==> src/rtl/error_sched_pkg.sv <==
// Shared types for the error replay scheduler.
// FSM encoding, state count and a wrap helper.
package error_sched_pkg;

  localparam int N_STATES = 6;
  localparam int ST_W = $clog2(N_STATES);

  typedef enum logic [ST_W-1:0] {
    S_IDLE,
    S_ACK,
    S_HOLD,
    S_REPLAY,
    S_WAIT,
    S_RELEASE
  } state_t;

  function automatic int wrap_inc(
    input int v,
    input int n
  );
    return (v + 1 >= n) ? 0 : v + 1;
  endfunction

endpackage

==> src/rtl/error_replay_sched_rr_arbiter.sv <==
// Round-robin pick: lowest ring distance from ptr
// among the requesting stages.
module rr_arbiter #(
  parameter int N  = 3,
  parameter int IW = 2
) (
  input  logic [N-1:0]  req,
  input  logic [IW-1:0] ptr,
  output logic          valid,
  output logic [IW-1:0] grant
);

  int w_best;
  int w_dist;

  always_comb begin
    valid  = 1'b0;
    grant  = '0;
    w_best = N;
    w_dist = 0;
    for (int i = 0; i < N; i++) begin
      w_dist = (i >= int'(ptr)) ? i - int'(ptr)
                                : i + N - int'(ptr);
      if (req[i] && w_dist < w_best) begin
        valid  = 1'b1;
        grant  = IW'(i);
        w_best = w_dist;
      end
    end
  end

endmodule

==> src/rtl/error_replay_sched.sv <==
// Timing-error replay scheduler: stalls the pipe,
// acks one stage, pulses replay, waits, releases.
module error_replay_sched
  import error_sched_pkg::*;
#(
  parameter int STAGES      = 3,
  parameter int CNT_W       = 8,
  parameter int HOLD_CYCLES = 2
) (
  input  logic                      clk,
  input  logic                      rst,
  input  logic [STAGES-1:0]         err_req,
  output logic [STAGES-1:0]         err_ack,
  output logic                      stall,
  output logic [$clog2(STAGES)-1:0] grant_id,
  output logic                      replay,
  input  logic                      replay_done,
  output logic [CNT_W-1:0]          err_total,
  output logic                      err_sat
);

  localparam int IW = $clog2(STAGES);
  localparam int HCW =
    (HOLD_CYCLES > 1) ? $clog2(HOLD_CYCLES) : 1;
  localparam logic [HCW-1:0] H_LAST =
    HCW'((HOLD_CYCLES > 0) ? HOLD_CYCLES - 1 : 0);
  localparam logic [CNT_W-1:0] CNT_MAX = '1;

  state_t            r_state, w_state;
  logic [STAGES-1:0] r_ack, w_ack;
  logic              r_stall, w_stall;
  logic [IW-1:0]     r_gid, w_gid;
  logic              r_replay, w_replay;
  logic [CNT_W-1:0]  r_total, w_total;
  logic              r_sat, w_sat;
  logic [IW-1:0]     r_ptr, w_ptr;
  logic [HCW-1:0]    r_hcnt, w_hcnt;
  logic              w_valid;
  logic [IW-1:0]     w_win;

  rr_arbiter #(
    .N  (STAGES),
    .IW (IW)
  ) u_arb (
    .req   (err_req),
    .ptr   (r_ptr),
    .valid (w_valid),
    .grant (w_win)
  );

  always_ff @(posedge clk) begin
    if (!rst) begin
      r_state  <= S_IDLE;
      r_ack    <= '0;
      r_stall  <= 1'b0;
      r_gid    <= '0;
      r_replay <= 1'b0;
      r_total  <= '0;
      r_sat    <= 1'b0;
      r_ptr    <= '0;
      r_hcnt   <= '0;
    end else begin
      r_state  <= w_state;
      r_ack    <= w_ack;
      r_stall  <= w_stall;
      r_gid    <= w_gid;
      r_replay <= w_replay;
      r_total  <= w_total;
      r_sat    <= w_sat;
      r_ptr    <= w_ptr;
      r_hcnt   <= w_hcnt;
    end
  end

  // Outputs are computed one step ahead so they leave registers.
  always_comb begin
    w_state  = r_state;
    w_ack    = r_ack;
    w_stall  = r_stall;
    w_gid    = r_gid;
    w_replay = 1'b0;
    w_total  = r_total;
    w_sat    = r_sat;
    w_ptr    = r_ptr;
    w_hcnt   = r_hcnt;
    unique case (r_state)
      S_IDLE: begin
        if (w_valid) begin
          w_state = S_ACK;
          w_ack   = STAGES'(1) << w_win;
          w_stall = 1'b1;
          w_gid   = w_win;
          if (r_total == CNT_MAX) w_sat = 1'b1;
          else w_total = r_total + 1'b1;
        end
      end
      S_ACK: begin
        if (HOLD_CYCLES == 0) begin
          w_state  = S_REPLAY;
          w_replay = 1'b1;
        end else begin
          w_state = S_HOLD;
          w_hcnt  = '0;
        end
      end
      S_HOLD: begin
        if (r_hcnt == H_LAST) begin
          w_state  = S_REPLAY;
          w_replay = 1'b1;
        end else begin
          w_hcnt = r_hcnt + 1'b1;
        end
      end
      S_REPLAY: w_state = S_WAIT;
      S_WAIT: begin
        if (replay_done) w_state = S_RELEASE;
      end
      S_RELEASE: begin
        if (!err_req[r_gid]) begin
          w_state = S_IDLE;
          w_ack   = '0;
          w_stall = 1'b0;
          w_ptr   = IW'(wrap_inc(int'(r_gid), STAGES));
        end
      end
      default: w_state = S_IDLE;
    endcase
  end

  assign err_ack   = r_ack;
  assign stall     = r_stall;
  assign grant_id  = r_gid;
  assign replay    = r_replay;
  assign err_total = r_total;
  assign err_sat   = r_sat;

endmodule

==> config.mk <==
export PLATFORM = sky130hd
export DESIGN_NAME = error_replay_sched
export DESIGN_NICKNAME = d
export VERILOG_FILES = /design/src/rtl/error_sched_pkg.sv /design/src/rtl/error_replay_sched_rr_arbiter.sv /design/src/rtl/error_replay_sched.sv
export SDC_FILE = /design/constraint.sdc
export NUM_CORES = 1
export LEC_CHECK = 0
export CAP_MARGIN = 20
export CORE_MARGIN = 4
export CORE_UTILIZATION = 47
export DETAILED_ROUTE_END_ITERATION = 10
export GPL_TIMING_DRIVEN = 0
export PLACE_DENSITY_LB_ADDON = 0.12
export SLEW_MARGIN = 0
export SYNTH_ARGS = -nofsm -noshare
export SYNTH_HDL_FRONTEND = slang
export SYNTH_HIERARCHICAL = 1
export SYNTH_SLANG_ARGS = --single-unit
==> constraint.sdc <==
create_clock -name clk -period 3.9 [get_ports clk]
set_input_delay 0.78 -clock clk [delete_from_list [all_inputs] [get_ports clk]]
set_output_delay 0.78 -clock clk [all_outputs]
set_load 0.01 [all_outputs]
# Yosys cells after proc, flatten, opt, wreduce, memory -nomap -nowiden
# Index checks and enable logic that the tools add are counted.
dict set report op_classes {
  n_lt_le_gt_ge 8
  eq_ne 10
  reduce_logical 13
  addsub 9
  shift 1
  muxes 26
  bitwise_logic 2
}
# operator n
set op_table {}
lappend op_table {{$mux 32} 5}
lappend op_table {{$lt 32x32->1} 2}
lappend op_table {{$lt 32x3->1 const B} 1}
lappend op_table {{$pmux 3 s6} 1}
lappend op_table {{$mux 3} 5}
lappend op_table {{$mux 1} 9}
lappend op_table {{$reduce_and 3->1} 3}
lappend op_table {{$add 8x1->8 const B} 1}
lappend op_table {{$eq 8x8->1 const B} 1}
lappend op_table {{$sub 3x2->4 const A} 2}
lappend op_table {{$eq 3x2->1 const B} 2}
lappend op_table {{$eq 3x3->1 const B} 2}
lappend op_table {{$ne 2x2->1 const B} 3}
lappend op_table {{$pmux 3 s2} 1}
lappend op_table {{$reduce_and 2->1} 3}
lappend op_table {{$sub 1x2->3 const A} 2}
lappend op_table {{$sub 2x2->3 const A} 2}
lappend op_table {{$ge 1x2->1 const A} 2}
lappend op_table {{$mux 2} 2}
lappend op_table {{$pmux 1 s2} 2}
lappend op_table {{$reduce_and 4->1} 1}
lappend op_table {{$reduce_bool 2->1} 2}
lappend op_table {{$add 2x1->3 const B} 1}
lappend op_table {{$eq 3x1->1 const B} 1}
lappend op_table {{10 further kinds} 13}
dict set report word_totals {
  register_bits 22
  word_cells 78
  output_inout_bits 16
  inputBits 6
}

# Logic depth before layout (Yosys ltp)
# Gate-level depths: netlist of run 1.
dict set report logic_depth {
  depth_word 14
  depth_mapped 18
  ltp_nobuf 17
}

# By module
# The synthesis of run 1 kept the hierarchy.
# mod area_per_inst_um2 cells_each n_inst
set by_module_without_submodules {}
lappend by_module_without_submodules {error_replay_sched 982.2 114 1}
lappend by_module_without_submodules {rr_arbiter 342.8 45 1}

# Worst setup path after synthesis of run 1
# No wires, ideal clock.
dict set report synth_timing {
  path_type {input-to-reg}
  startpoint {in err_req[0]}
  endpoint {reg r_total[5] (netlist: err_total[5])}
  t_arrival_ps 3881
  n_path_buf 0
  setup_slack_ps -51
  setup_time_ps 70
  t_required_ps 3830
  cell_stages 14
  path_cell_list {nor2b_1 > ha_1 > nand2_1 > o21bai_2 > mux2_2 > ha_1 > a21oi_1 > nand2_1 > a31oi_1 > or3b_1 > or4b_1 > or2_1 > or4_1 > a21oi_1}
}
dict set report synth_between {
  elab_chain_cells 9
  word_cells_on_any_way 11
}
# element line
set synth_rtl {}
lappend synth_rtl {{start, declared} error_replay_sched.sv:12} ;# input logic [STAGES-1:0] err_req,
lappend synth_rtl {{$logic_and 1x1->1 *} error_replay_sched_rr_arbiter.sv:24} ;# if (req[i] && w_dist < w_best) begin
lappend synth_rtl {{$mux 32} error_replay_sched_rr_arbiter.sv:24}
lappend synth_rtl {{$lt 32x32->1} error_replay_sched_rr_arbiter.sv:24}
lappend synth_rtl {{$logic_and 1x1->1} error_replay_sched_rr_arbiter.sv:24}
lappend synth_rtl {{$mux 32} error_replay_sched_rr_arbiter.sv:24}
lappend synth_rtl {{$lt 32x32->1} error_replay_sched_rr_arbiter.sv:24}
lappend synth_rtl {{$logic_and 1x1->1} error_replay_sched_rr_arbiter.sv:24}
lappend synth_rtl {{$mux 1 *} error_replay_sched_rr_arbiter.sv:24}
lappend synth_rtl {{named net w_valid} error_replay_sched.sv:38} ;# logic w_valid;
lappend synth_rtl {{$reduce_and 3->1 (no source line) *} -}
lappend synth_rtl {{end signal, assigned} error_replay_sched.sv:68} ;# r_total <= w_total;
lappend synth_rtl {{end, declared} error_replay_sched.sv:34} ;# logic [CNT_W-1:0] r_total, w_total;
# Mark *: on every way through the listed nets, which the timed path passes. The rest lies on a longest branch.
# A chain may end at the register's enable or synchronous reset.

# Worst setup path in the final report of run 1
# Ends and elaborated chain as after synthesis.

==> flow_summary_export.csv, run 1 <==
group,metric,value,unit
outcome,status,"completed",
critical_path,worstSetupPathType,"in2reg",
floorplanning,die_x,61.1,um
synthesis,synth_top_area_frac,0.332,
detailed_routing,drc_errors,0,
hold_path,holdPathStages,2,
synthesis,yosysMostFrequentCell,"dfxtp_1",
timing,relSlewSlack,0.631,
hold_path,min_to,"err_ack[1]",
synthesis,synth_common_cells,"dfxtp_1 (22), a21oi_1 (16), nand2_1 (16)",
pwr,switching_share,0.308,
critical_path,rr_endpoint,"err_total[5]",
layout,syn_to_final_growth,34.6,%
synthesis,avgSynthCellArea,8.33,um^2
timing,fin_tns_setup,0,ns
flow_run,maxCapViolations,0,
synthesis,yosysWarnings,6,
pwr,pwr-share-clk,0.188,
pwr,p_leak,0.674,nW
critical_path,r2r_start,"r_ptr[0]",
layout,n_antenna_cell,0,
synthesis,syn_inst,159,
pwr,intPower,0.365,mW
critical_path,path_max_fanout,4,
global_routing,grt_pass1_wl,5.42,mm
synthesis,ys_seq_area_frac,0.332,
floorplanning,initial_core_util,0.512,
critical_path,crit_required,4.14,ns
timing,setup_viol,0,
cts,clockBufferDepth,2,
synthesis,synth_top_cells_by_area,"dfxtp_1 (33%), ha_1 (10%), a21oi_1 (6.0%), nand2_1 (4.5%), nor2_1 (4.0%)",
synthesis,ys_types,49,
critical_path,r2r_slack,0.08,ns
pwr,comb_power_share,0.323,
detailed_routing,dr.pass1.iters,4,
detailed_routing,wl_per_cell,14.7,um
floorplanning,num_rows,18,
floorplanning,die_area,3730,um^2
timing,rsz0062_at_grt,"yes",
layout,finalNetCount,210,
placement,gp_congestion,1.01,
synthesis,synthArstFlopShare,0,
pwr,vdd_drop_max,0.226,mV
detailed_routing,drtAntennaViolNets,0,
layout,fin_cells,221,
hold_path,worstHoldStart,"err_ack[1]",
timing,finalHoldViolations,0,
hold_path,hold_class,"reg2reg",
global_routing,overflow,0,
global_routing,track_usage,0.192,
pwr,switchingPower,0.163,mW
synthesis,yosys.area.top_type,"dfxtp_1",
placement,hpwlAfterDp,2.20,mm
critical_path,endpoint_kind,"flip-flop",
layout,seqCellArea,448,um^2
layout,post-route-util,0.688,
timing,finalCriticalPeriod,3.84,ns
timing,tightest_slew,0.549,ns
critical_path,worst-r2r-cell-count,16,
layout,multi_input_area,930,um^2
timing,skew,0.00413,ns
cts,clock_sinks,22,
synthesis,synth_enable_flop_cells,0,
cts,cts_buffers,3,
placement,port_buffers,21,
cts,clockRootBuffer,"clkbuf_4",
detailed_routing,via_per_inst,5.81,
synthesis,ys_seq_elements,22,
timing,fmax,261,MHz
global_routing,grt_max_degree,12,
global_routing,grt_pass1_vias,1246,
critical_path,critPathArrivalTime,4.08,ns
placement,dp.cells,210,
layout,final.fill_count,206,
cts,clk-insertion-delay-late,0.30,ns
timing,finalCritPeriodShare,0.984,
layout,drive_gt1_frac,0.215,
synthesis,ys.flop_type,"dfxtp_1",
cts,cts_tree,"done",
cts,htreeDepth,1,
floorplanning,die_h,61.1,um
detailed_routing,num_vias,1283,
critical_path,cp-start-kind,"primary input",
pwr,pwr-share-seq,0.489,
global_routing,antenna_found_initial,0,
pwr,cellPowerDensity,296,nW/um^2
synthesis,syn_nets,176,
detailed_routing,drt_first_iter_violations,64,
detailed_routing,routed_wl,3.25,mm
floorplanning,ios,22,
timing,final_max_slew_viol_count,0,
floorplanning,core-area,2590,um^2
synthesis,syn-cell-area,1330,um^2
cts,clkSlewWorstSetupHoldPaths,0.11,ns
through the flow:
step / instance area [um^2] / setup slack [ns] / total power, mW / hold slack (ns)
floorplan: 1350 / 0.00625 / 0.359 / 0.452
global placement: 1600 / -0.806 / 0.409 / 0.453
detailed placement: 1600 / -0.869 / 0.415 / 0.462
CTS: 1690 / 0.0208 / 0.522 / 0.478
global route: 1780 / -0.0710 / 0.563 / 0.519
finish: 1780 / 0.0626 / 0.528 / 0.474
worst max-delay path, cell delays in order:
cell and delay, ns:
buf_6 0.10, nor2b_4 0.13, ha_4 0.16, a21oi_2 0.13, o21ai_2 0.09, o21bai_4 0.19, mux2_4 0.31, ha_4 0.15
nor4bb_1 0.25, nand2_1 0.09, a31oi_2 0.20, or3b_4 0.17, or4b_4 0.47, or2_4 0.26, or4_4 0.48, a21oi_2 0.13
layer usage:
metal  GRT usage  share of wire  up-vias
met5           0              0        -
met4      0.0774          0.017        0
met3      0.0273          0.040        6
met2       0.334           0.50       33
met1       0.237           0.44      608
li1            -              -      636
cells by family (layout without fill, tap and decap cells):
group	after synthesis	after routing	synth area share
simple gates	65	65	0.266
fa+ha+maj	11	11	0.104
mux	4	4	0.0321
flops	22	22	0.332
xor+xnor	2	2	0.0132
buf+inv	15	47	0.0510
compound gates	40	40	0.201
layout make-up:
| type | instances | area share |
|---|---|---|
| tap | 30 | 0.0211 |
| buffer | 6 | 0.0211 |
| clock buffer | 3 | 0.0126 |
| sequential | 22 | 0.251 |
| inverter | 9 | 0.0189 |
| timing repair buffer | 29 | 0.154 |
| multi-input combinational | 122 | 0.521 |
cell usage in the layout (no fill, tap or decap), drive strengths merged, types with 2 or more instances in the layout:
master,netlist,routed
a21o,3,3
a21oi,16,16
a31oi,2,2
buf,2,11
clkbuf,4,7
clkdlybuf4s50,0,19
dfxtp,22,22
ha,11,11
inv,9,9
mux2,2,2
mux2i,2,2
nand2,16,16
nand3,6,6
nand3b,4,4
nor2,14,14
nor2b,3,3
nor3,5,5
nor4,2,2
nor4b,2,2
o21ai,6,6
or3,2,2
or4,2,2
power by group through the flow:
stage | combinational [mW] | clock [mW] | sequential (mW)
2_1_floorplan | 0.0907 | 0 | 0.269
4_1_cts | 0.161 | 0.102 | 0.259
3_3_place_gp | 0.146 | 0 | 0.264
6_report | 0.170 | 0.0993 | 0.258
5_1_grt | 0.187 | 0.115 | 0.261
3_5_place_dp | 0.150 | 0 | 0.265
worst max-delay path by stage:
stage	startpoint	endpoint	slack, ns	cells after the start
floorplan	err_req[0]	err_total[5]	0.006	15
global placement	err_req[0]	err_total[6]	-0.81	16
detailed placement	err_req[0]	err_total[6]	-0.87	16
CTS	r_ptr[1]	err_total[5]	0.02	17
global route	r_ptr[1]	err_total[5]	-0.07	17
finish	err_req[0]	err_total[5]	0.06	16
flip-flops by register name (all words and copies together), names as in the netlist:
signal     count
r_ptr          2
replay         1
err_sat        1
err_total      8
err_ack        3
stall          1
r_hcnt         1
r_state        3
grant_id       2
timing repair:
action | in CTS | in global routing
hold buffers | 0 | 0
resized for setup | 17 | 15
setup endpoints to repair | 15 | 9
gates cloned | 0 | 0
buffers inserted | 4 | 4
pin swaps | 6 | 7
(Power assumes the default switching activity.)
==> inputs of run 2 (changes only) <==
Settings changed: SLEW_MARGIN 0 to 40.
==> results of run 2 <==
No change in the layout: final DEF, timing and power equal those of run 1.
